[src/rtl/rowbias_pkg.sv]
// Shared definitions for the row-bias reshuffle controller: FSM state
// encoding, LFSR feedback taps and the per-row settle-time helper.
`ifndef GRID_LEN
`define GRID_LEN 4
`endif

package rowbias_pkg;

    // Sequencer states; exported on the debug port of rowbias_ctrl.
    typedef enum logic [1:0] {
        ST_IDLE  = 2'd0,
        ST_PULSE = 2'd1,
        ST_WAIT  = 2'd2,
        ST_DONE  = 2'd3
    } rowbias_state_e;

    // Right-shifting Galois form of x^16 + x^14 + x^13 + x^11 + 1.
    localparam logic [15:0] LFSR_TAPS = 16'hB400;

    // A row needs two random draws per pool slot plus one cycle to
    // latch its result before the pool is considered valid.
    function automatic int settle_cycles(input int width);
        return 2 * width + 1;
    endfunction

    // One step of the Galois LFSR.
    function automatic logic [15:0] lfsr_step(input logic [15:0] s);
        return (s >> 1) ^ (s[0] ? LFSR_TAPS : 16'h0000);
    endfunction

endpackage

[src/rtl/rowbias_lfsr.sv]
// 16-bit Galois LFSR with synchronous reset to SEED, an advance enable
// and a load port used for reseeding. Load takes priority over advance.
module rowbias_lfsr
    import rowbias_pkg::*;
#(
    parameter logic [15:0] SEED = 16'hACE1
) (
    input  logic        clock,
    input  logic        reset,
    input  logic        advance,
    input  logic        load,
    input  logic [15:0] load_value,
    output logic [15:0] state
);

    logic [15:0] lfsr_q;
    logic [15:0] lfsr_d;

    // Next LFSR value: load, step, or hold.
    always_comb begin
        lfsr_d = lfsr_q;
        if (load) begin
            lfsr_d = load_value;
        end else if (advance) begin
            lfsr_d = lfsr_step(lfsr_q);
        end
    end

    // LFSR register.
    always_ff @(posedge clock) begin
        if (reset) begin
            lfsr_q <= SEED;
        end else begin
            lfsr_q <= lfsr_d;
        end
    end

    assign state = lfsr_q;

endmodule

[src/rtl/rowbias_ctrl.sv]
// Row-bias reshuffle sequencer. On start it resets each row in turn with a
// one-cycle pulse, waits SETTLE cycles for that row to shuffle its pool
// from the shared random bus, then marks the row ready.
// Optional feature: define ROWBIAS_CTRL_RESEED_EN to mix a free-running
// cycle counter into the LFSR at every accepted start.
`ifndef GRID_LEN
`define GRID_LEN 4
`endif

module rowbias_ctrl
    import rowbias_pkg::*;
#(
    parameter int          NUM_ROWS   = `GRID_LEN,
    parameter int          WIDTH      = `GRID_LEN,
    parameter int          RAND_WIDTH = 8,
    parameter logic [15:0] LFSR_SEED  = 16'hACE1
) (
    input  logic                  clock,
    input  logic                  reset,
    input  logic                  start,
    output logic                  busy,
    output logic                  done,
    output logic [NUM_ROWS-1:0]   row_reset,
    output logic [RAND_WIDTH-1:0] random,
    output logic [NUM_ROWS-1:0]   row_ready,
    output rowbias_state_e        dbg_state
);

    localparam int SETTLE = settle_cycles(WIDTH);
    localparam int SCW    = $clog2(SETTLE + 1);
    localparam int RIW    = (NUM_ROWS > 1) ? $clog2(NUM_ROWS) : 1;

    if (RAND_WIDTH < 1 || RAND_WIDTH > 16 || LFSR_SEED == 16'h0000) begin : g_param_err
        $error("rowbias_ctrl: RAND_WIDTH must be 1..16 and LFSR_SEED nonzero");
    end

    rowbias_state_e        state_q, state_d;
    logic [RIW-1:0]        row_q, row_d;
    logic [SCW-1:0]        settle_q, settle_d;
    logic [NUM_ROWS-1:0]   ready_q, ready_d;
    logic [NUM_ROWS-1:0]   row_mask;
    logic                  last_wait;
    logic                  accept;
    logic                  lfsr_load;
    logic [15:0]           lfsr_load_value;
    logic [15:0]           lfsr_state;

    assign row_mask  = NUM_ROWS'(1) << row_q;
    assign last_wait = (state_q == ST_WAIT) && (settle_q == SCW'(SETTLE - 1));
    assign accept    = (state_q == ST_IDLE) && start;

    // State and sequencing registers.
    always_ff @(posedge clock) begin
        if (reset) begin
            state_q  <= ST_IDLE;
            row_q    <= '0;
            settle_q <= '0;
            ready_q  <= '0;
        end else begin
            state_q  <= state_d;
            row_q    <= row_d;
            settle_q <= settle_d;
            ready_q  <= ready_d;
        end
    end

    // Next-state: walk rows PULSE -> WAIT x SETTLE, then DONE.
    always_comb begin
        state_d  = state_q;
        row_d    = row_q;
        settle_d = settle_q;
        ready_d  = ready_q;
        case (state_q)
            ST_IDLE: begin
                if (start) begin
                    ready_d = '0;
                    row_d   = '0;
                    state_d = ST_PULSE;
                end
            end
            ST_PULSE: begin
                settle_d = '0;
                state_d  = ST_WAIT;
            end
            ST_WAIT: begin
                if (last_wait) begin
                    ready_d = ready_q | row_mask;
                    if (row_q == RIW'(NUM_ROWS - 1)) begin
                        state_d = ST_DONE;
                    end else begin
                        row_d   = row_q + RIW'(1);
                        state_d = ST_PULSE;
                    end
                end else begin
                    settle_d = settle_q + SCW'(1);
                end
            end
            ST_DONE: begin
                state_d = ST_IDLE;
            end
            default: begin
                state_d = ST_IDLE;
            end
        endcase
    end

    // Outputs: the finishing row shows ready during its last settle cycle.
    always_comb begin
        busy      = (state_q == ST_PULSE) || (state_q == ST_WAIT);
        done      = (state_q == ST_DONE);
        row_reset = (state_q == ST_PULSE) ? row_mask : '0;
        row_ready = ready_q | (last_wait ? row_mask : '0);
        random    = lfsr_state[RAND_WIDTH-1:0];
        dbg_state = state_q;
    end

`ifdef ROWBIAS_CTRL_RESEED_EN
    logic [15:0] counter_q, counter_d;
    logic [15:0] mixed;

    // Free-running cycle counter used as reseed entropy.
    always_ff @(posedge clock) begin
        if (reset) begin
            counter_q <= '0;
        end else begin
            counter_q <= counter_d;
        end
    end

    // Reseed value; a zero result would lock the LFSR, so fall back to seed.
    always_comb begin
        counter_d       = counter_q + 16'd1;
        mixed           = lfsr_state ^ counter_q;
        lfsr_load       = accept;
        lfsr_load_value = (mixed == 16'h0000) ? LFSR_SEED : mixed;
    end
`else
    // No reseeding: every run after reset replays the same random stream.
    always_comb begin
        lfsr_load       = 1'b0;
        lfsr_load_value = lfsr_state;
    end
`endif

    rowbias_lfsr #(
        .SEED(LFSR_SEED)
    ) u_lfsr (
        .clock     (clock),
        .reset     (reset),
        .advance   (busy),
        .load      (lfsr_load),
        .load_value(lfsr_load_value),
        .state     (lfsr_state)
    );

endmodule
[config.mk]
export PLATFORM = sky130hd
export DESIGN_NAME = rowbias_ctrl
export DESIGN_NICKNAME = d
export VERILOG_FILES = /design/src/rtl/rowbias_pkg.sv /design/src/rtl/rowbias_lfsr.sv /design/src/rtl/rowbias_ctrl.sv
export SDC_FILE = /design/constraint.sdc
export NUM_CORES = 1
export LEC_CHECK = 0
export CAP_MARGIN = 10
export CORE_MARGIN = 2
export CORE_UTILIZATION = 52
export DETAILED_ROUTE_END_ITERATION = 7
export PLACE_DENSITY = 0.81
export SETUP_SLACK_MARGIN = 0.2
export SLEW_MARGIN = 10
export SYNTH_ARGS = -nofsm -noshare
export SYNTH_HDL_FRONTEND = slang
export SYNTH_SLANG_ARGS = --single-unit
[constraint.sdc]
create_clock -name clock -period 2.3 [get_ports clock]
set_clock_uncertainty 0.05 [all_clocks]
set_input_delay 0.345 -clock clock [delete_from_list [all_inputs] [get_ports clock]]
set_output_delay 0.345 -clock clock [all_outputs]
set_load 0.02 [all_outputs]
### After elaboration in Yosys (flattened, before gate mapping)

Index checks and enable logic that the tools add are counted.

| word-level totals | value |
|---|---|
| input bits | 3 |
| flip-flop bits (word level) | 28 |

| operators by class | value |
|---|---|
| reduce and logical (&&, ||, !) cells | 9 |
| shifts and indexed selects | 1 |
| equality and inequality tests | 9 |
| multiplexer cells | 16 |
| $add $sub $neg | 2 |
| bitwise logic cells | 3 |

Operators by type and width:

| cell | number |
|---|---|
| $mux 4 | 5 |
| $mux 16 | 1 |
| $pmux 4 s2 | 2 |
| $xor 15x16->16 | 1 |
| $mux 2 | 6 |
| $ne 2x2->1 const B | 4 |
| $or 4x4->4 | 2 |
| $pmux 2 s4 | 1 |
| $eq 2x2->1 const B | 3 |
| $add 4x1->4 const B | 1 |
| $eq 4x4->1 const B | 1 |
| $pmux 2 s2 | 1 |
| $reduce_and 2->1 | 2 |
| $reduce_and 4->1 | 1 |
| $reduce_bool 2->1 | 2 |
| $shl 1x2->4 const A | 1 |
| $reduce_and 3->1 | 1 |
| $add 2x1->2 const B | 1 |
| $eq 2x1->1 const B | 1 |
| $logic_not 2->1 | 1 |
| $logic_and 1x1->1 | 1 |
| $logic_or 1x1->1 | 1 |

### Depth between registers and ports, before layout

| logic depth | value |
|---|---|
| depth after elaboration | 4 |
| mapped depth | 6 |
| depth with buffers taken out | 6 |

### Hierarchy

From an unflattened synthesis, not the netlist that was laid out.

| unflattened totals | value |
|---|---|
| cells, all modules | 167 |
| area, all modules | 1,574.0 um^2 |

Modules (own cells, without submodules):

| module | instances | cells each | area each (um^2) | seq. area each (um^2) |
|---|---|---|---|---|
| rowbias_lfsr | 1 | 77 | 795.8 | 320.3 |
| rowbias_ctrl | 1 | 90 | 778.2 | 240.2 |

### Worst setup path after synthesis

No wires, ideal clock.

| timing | value |
|---|---|
| path kind | flip-flop to flip-flop |
| start point | register state_q[0] (netlist: dbg_state[0]) |
| end point | register u_lfsr.lfsr_q[14] (netlist: u_lfsr.state[14]) |
| slack | 0.383 ns |
| arrival time | 1.740 ns |
| library setup time | 0.128 ns |
| buffers on the path | 2 |
| data required time | 2.122 ns |
| period minus slack after synthesis | 1.917 ns |
| stages on the path, launching flop included | 7 |
| cells stage by stage | dfxtp_1 -> inv_1 -> ha_1 -> buf_4 -> buf_4 -> mux2i_1 -> nor2_1 |

| on the way | value |
|---|---|
| longest elaborated chain between the ends | 2 |
| elaborated cells on any way between the ends | 3 |
| those cells by class | eq/ne (2); reduce/logical (1) |

Ends and longest elaborated chain:

| what | line | text |
|---|---|---|
| start: declaration | rowbias_ctrl.sv:37 | `rowbias_state_e state_q, state_d;` |
| start signal: assignment | rowbias_ctrl.sv:60 | `state_q <= state_d;` |
| $eq 2x1->1 / $eq 2x2->1 (equally long branches) | rowbias_ctrl.sv:109 | `busy = (state_q == ST_PULSE) \|\| (state_q == ST_WAIT);` |
| $logic_or 1x1->1 * | rowbias_ctrl.sv:109 |  |
| net busy | rowbias_ctrl.sv:21 | `output logic busy,` |
| end signal: assignment | rowbias_lfsr.sv:34 | `lfsr_q <= lfsr_d;` |
| end: declaration | rowbias_lfsr.sv:16 | `logic [15:0] lfsr_q;` |

Mark *: on every way through the listed nets, which the timed path passes. The rest lies on a longest branch.
A chain may end at the register's enable or synchronous reset.

### Worst setup path after layout

| timing | value |
|---|---|
| start point | register state_q[0] (netlist: dbg_state[0]) |
| end point | output done |

| on the way | value |
|---|---|
| longest elaborated chain between the ends | 1 |

Ends and longest elaborated chain:

| what | line | text |
|---|---|---|
| $eq 2x2->1 | rowbias_ctrl.sv:110 | `done = (state_q == ST_DONE);` |
| end: declaration | rowbias_ctrl.sv:22 | `output logic done,` |

Every way passes these cells.

==> metrics.cfg <==
[critical_path]
r2r_setup_slack_ns=0.65
crit_type=reg -> out
cp_slowest_cell=clkdlybuf4s50_1
end_kind=primary output
cp_slowest_stage_delay_ns=0.54
crit_path_cell_trace=buf_4 > buf_4 > ha_1 > clkdlybuf4s50_1
critPathLaunchType=flop
path_common_cell=buf_4
crit_arrival_ns=1.67
cp_max_fo=5
critPathRequiredTime_ns=1.90

[clock_network]
root_buffer=clkbuf_4
cts_buffers=3
cts_buffer_depth=2
cts_htree_levels=1
cts.clk_slew.worst_paths_ns=0.15
cts_tree=done
cts_hold_buf=0
cts_sinks=28
clock_latency_ns=0.33

[place]
gp_congestion=0.709
portBuffers=22
place_inst=194
place_worst_setup_slack_ns=0.221
hpwlAfterDp_mm=1.88

[yosys]
synth_area_um2=1420
synthCells=152
netlist-cell-type-count=33
yosysWarningCount=0
seq_area_frac_synth=0.396
syn_area_per_cell_um2=9.31
synth_nets=166
ys_ff_latch=28

[timing]
finalCritPeriodShare=0.899
rsz0062_at_grt=true
slew_viol_final=0
layout_setup_ws_ns=0.233
fin_tns_setup_ns=0
timing.final.hold_violations=0
setup_viol=0
worst_pin_slew_ns=0.419
fmax_mhz=484
fin_crit_ns=2.07
max-slew-margin-rel=0.720

[layout]
multi_input_area_um2=736
diodes=0
register_area_um2=568
fillCellCount=208
fin_nets=186
drive_gt1_frac=0.164
final-instance-count-excl-fill=201
area_delta_synth_final_pct=18.0

[routing]
wl_per_cell_um=13.3
drt_iter0_markers=26
via_count=1076
vias_per_cell=5.35
first_pass_iters=4
drc=0
antenna_left=0
drt_wl_total_mm=2.68

[floorplanning]
die_width_um=56.2
coreArea_um2=2520
io_pins=23
rows=18
start_util=0.561
dieArea_um2=3150
die_h_um=56.2

[global_route]
grt_pass1_vias=1050
globalRouteMet2Util=0.319
grt-ovfl-total=0
antenna_found_initial=0
grt.busiest_layer=met2
track_usage=0.184
grt_max_degree=26
grt_pass1_wl_mm=4.61
grt_util_met3=0.0256
use_met1=0.214

[power]
cellLeakagePower_nw=0.717
power_density_nw_per_um2=1270
peakVddDrop_mv=0.790

[hold_path]
hp-class=reg -> reg

[run]
drv_cap=0

[run_status]
status=finished clean

layout by cell type (no fill, tap or decap), drive strengths merged, types with 2 or more instances in the layout:
cell	n
or2	2
a211o	7
nor2	16
dlygate4sd2	5
mux2i	9
nor2b	6
nor3	3
nand3b	2
nand4	2
dfxtp	28
clkbuf	4
inv	8
o21ai	6
a21oi	8
nand2	8
a21o	4
clkdlybuf4s50	13
and2	5
xnor2	3
ha	11
buf	10
metal layers:
metal  share of wire  vias up
met3           0.028       11
met5               0        -
li1                -      548
met2            0.50       23
met4           0.038        0
met1            0.44      494
timing repair:
action,CTS,global route
endpoints found under the setup margin,9,4
setup buffers,2,1
gates resized for setup,21,5
endpoints found under the hold margin,0,0
final cells by class:
class                           count  share of cell area
Sequential cell                    28               0.340
Timing Repair Buffer               29               0.148
Clock inverter                      1              0.0180
Clock buffer                        3              0.0135
Multi-Input combinational cell    102               0.440
Tap cell                           30              0.0225
Inverter                            8              0.0180
power by group:
| part | switching, W | leakage [nW] | internal, W |
|---|---|---|---|
| Combinational | 0.000582 | 0.458 | 0.000493 |
| Clock | 0.000151 | 0.0279 | 0.000176 |
| Sequential | 0.0000986 | 0.231 | 0.000622 |
cells in the mapped netlist:
cell / count / area (um^2)
xnor2_1: 3 / 26.3
a311oi_1: 1 / 8.76
a211o_1: 7 / 61.3
dfxtp_1: 28 / 561
or2_2: 2 / 12.5
a21oi_2: 1 / 8.76
nand4_1: 2 / 12.5
and2_2: 1 / 7.51
and4b_2: 1 / 11.3
a21o_1: 4 / 30.0
o21a_1: 1 / 7.51
and2b_4: 1 / 10.0
buf_2: 1 / 5.00
nor2_1: 16 / 60.1
nor2b_1: 6 / 37.5
and2_1: 4 / 25.0
o21ai_0: 6 / 30.0
nor3_1: 3 / 15.0
nand3_1: 1 / 5.00
ha_1: 11 / 138
inv_1: 8 / 30.0
a41oi_1: 1 / 8.76
a22oi_1: 1 / 7.51
a21oi_1: 7 / 35.0
a211oi_1: 1 / 7.51
o21bai_1: 1 / 7.51
buf_4: 10 / 75.1
nand3b_4: 1 / 20.0
clkbuf_1: 3 / 11.3
nand2_1: 8 / 30.0
nand3b_1: 1 / 7.51
a31oi_2: 1 / 12.5
mux2i_1: 9 / 90.1
cells by family (layout without fill, tap and decap cells):
logic type      Yosys count  after routing  share of synthesized area
compound gates           32             32                      0.159
xor+xnor                  3              3                     0.0186
fa+ha+maj                11             11                     0.0973
buf+inv                  22             41                     0.0858
flops                    28             28                      0.396
mux                       9              9                     0.0637
simple gates             47             47                      0.179
registers in the layout, indices dropped and copies added (netlist names):
register,flops
dbg_state,2
ready_q,4
row_q,2
settle_q,4
u_lfsr.state,16
metrics by stage:
stage	area (um^2)	power (W)	hold slack, ns	utilization
floorplan	1420	0.00154	0.377	-
global placement	1610	0.00175	0.387	0.639
detailed placement	1610	0.00179	0.398	0.639
CTS	1690	0.00212	0.426	0.668
global route	1670	0.00227	0.442	0.662
finish	1670	0.00212	0.420	0.662
worst paths after layout:
| check | from | to | cells after the start |
|---|---|---|---|
| worst min-delay path | ready_q[1] | ready_q[1] | 2 |
| worst max register to register | dbg_state[1] | row_q[0] | 6 |
| worst max-delay path | dbg_state[0] | done | 4 |
| worst min register to register | ready_q[1] | ready_q[1] | 2 |
worst max-delay path: cells and delay by family, from the launching register on:
| family | cells | cell delay, ns |
|---|---|---|
| buffers and inverters | 3 | 0.80 |
| DFF | 1 | 0.35 |
| adders and majority gates | 1 | 0.19 |
Note: power is estimated with default switching activity, not from simulation.
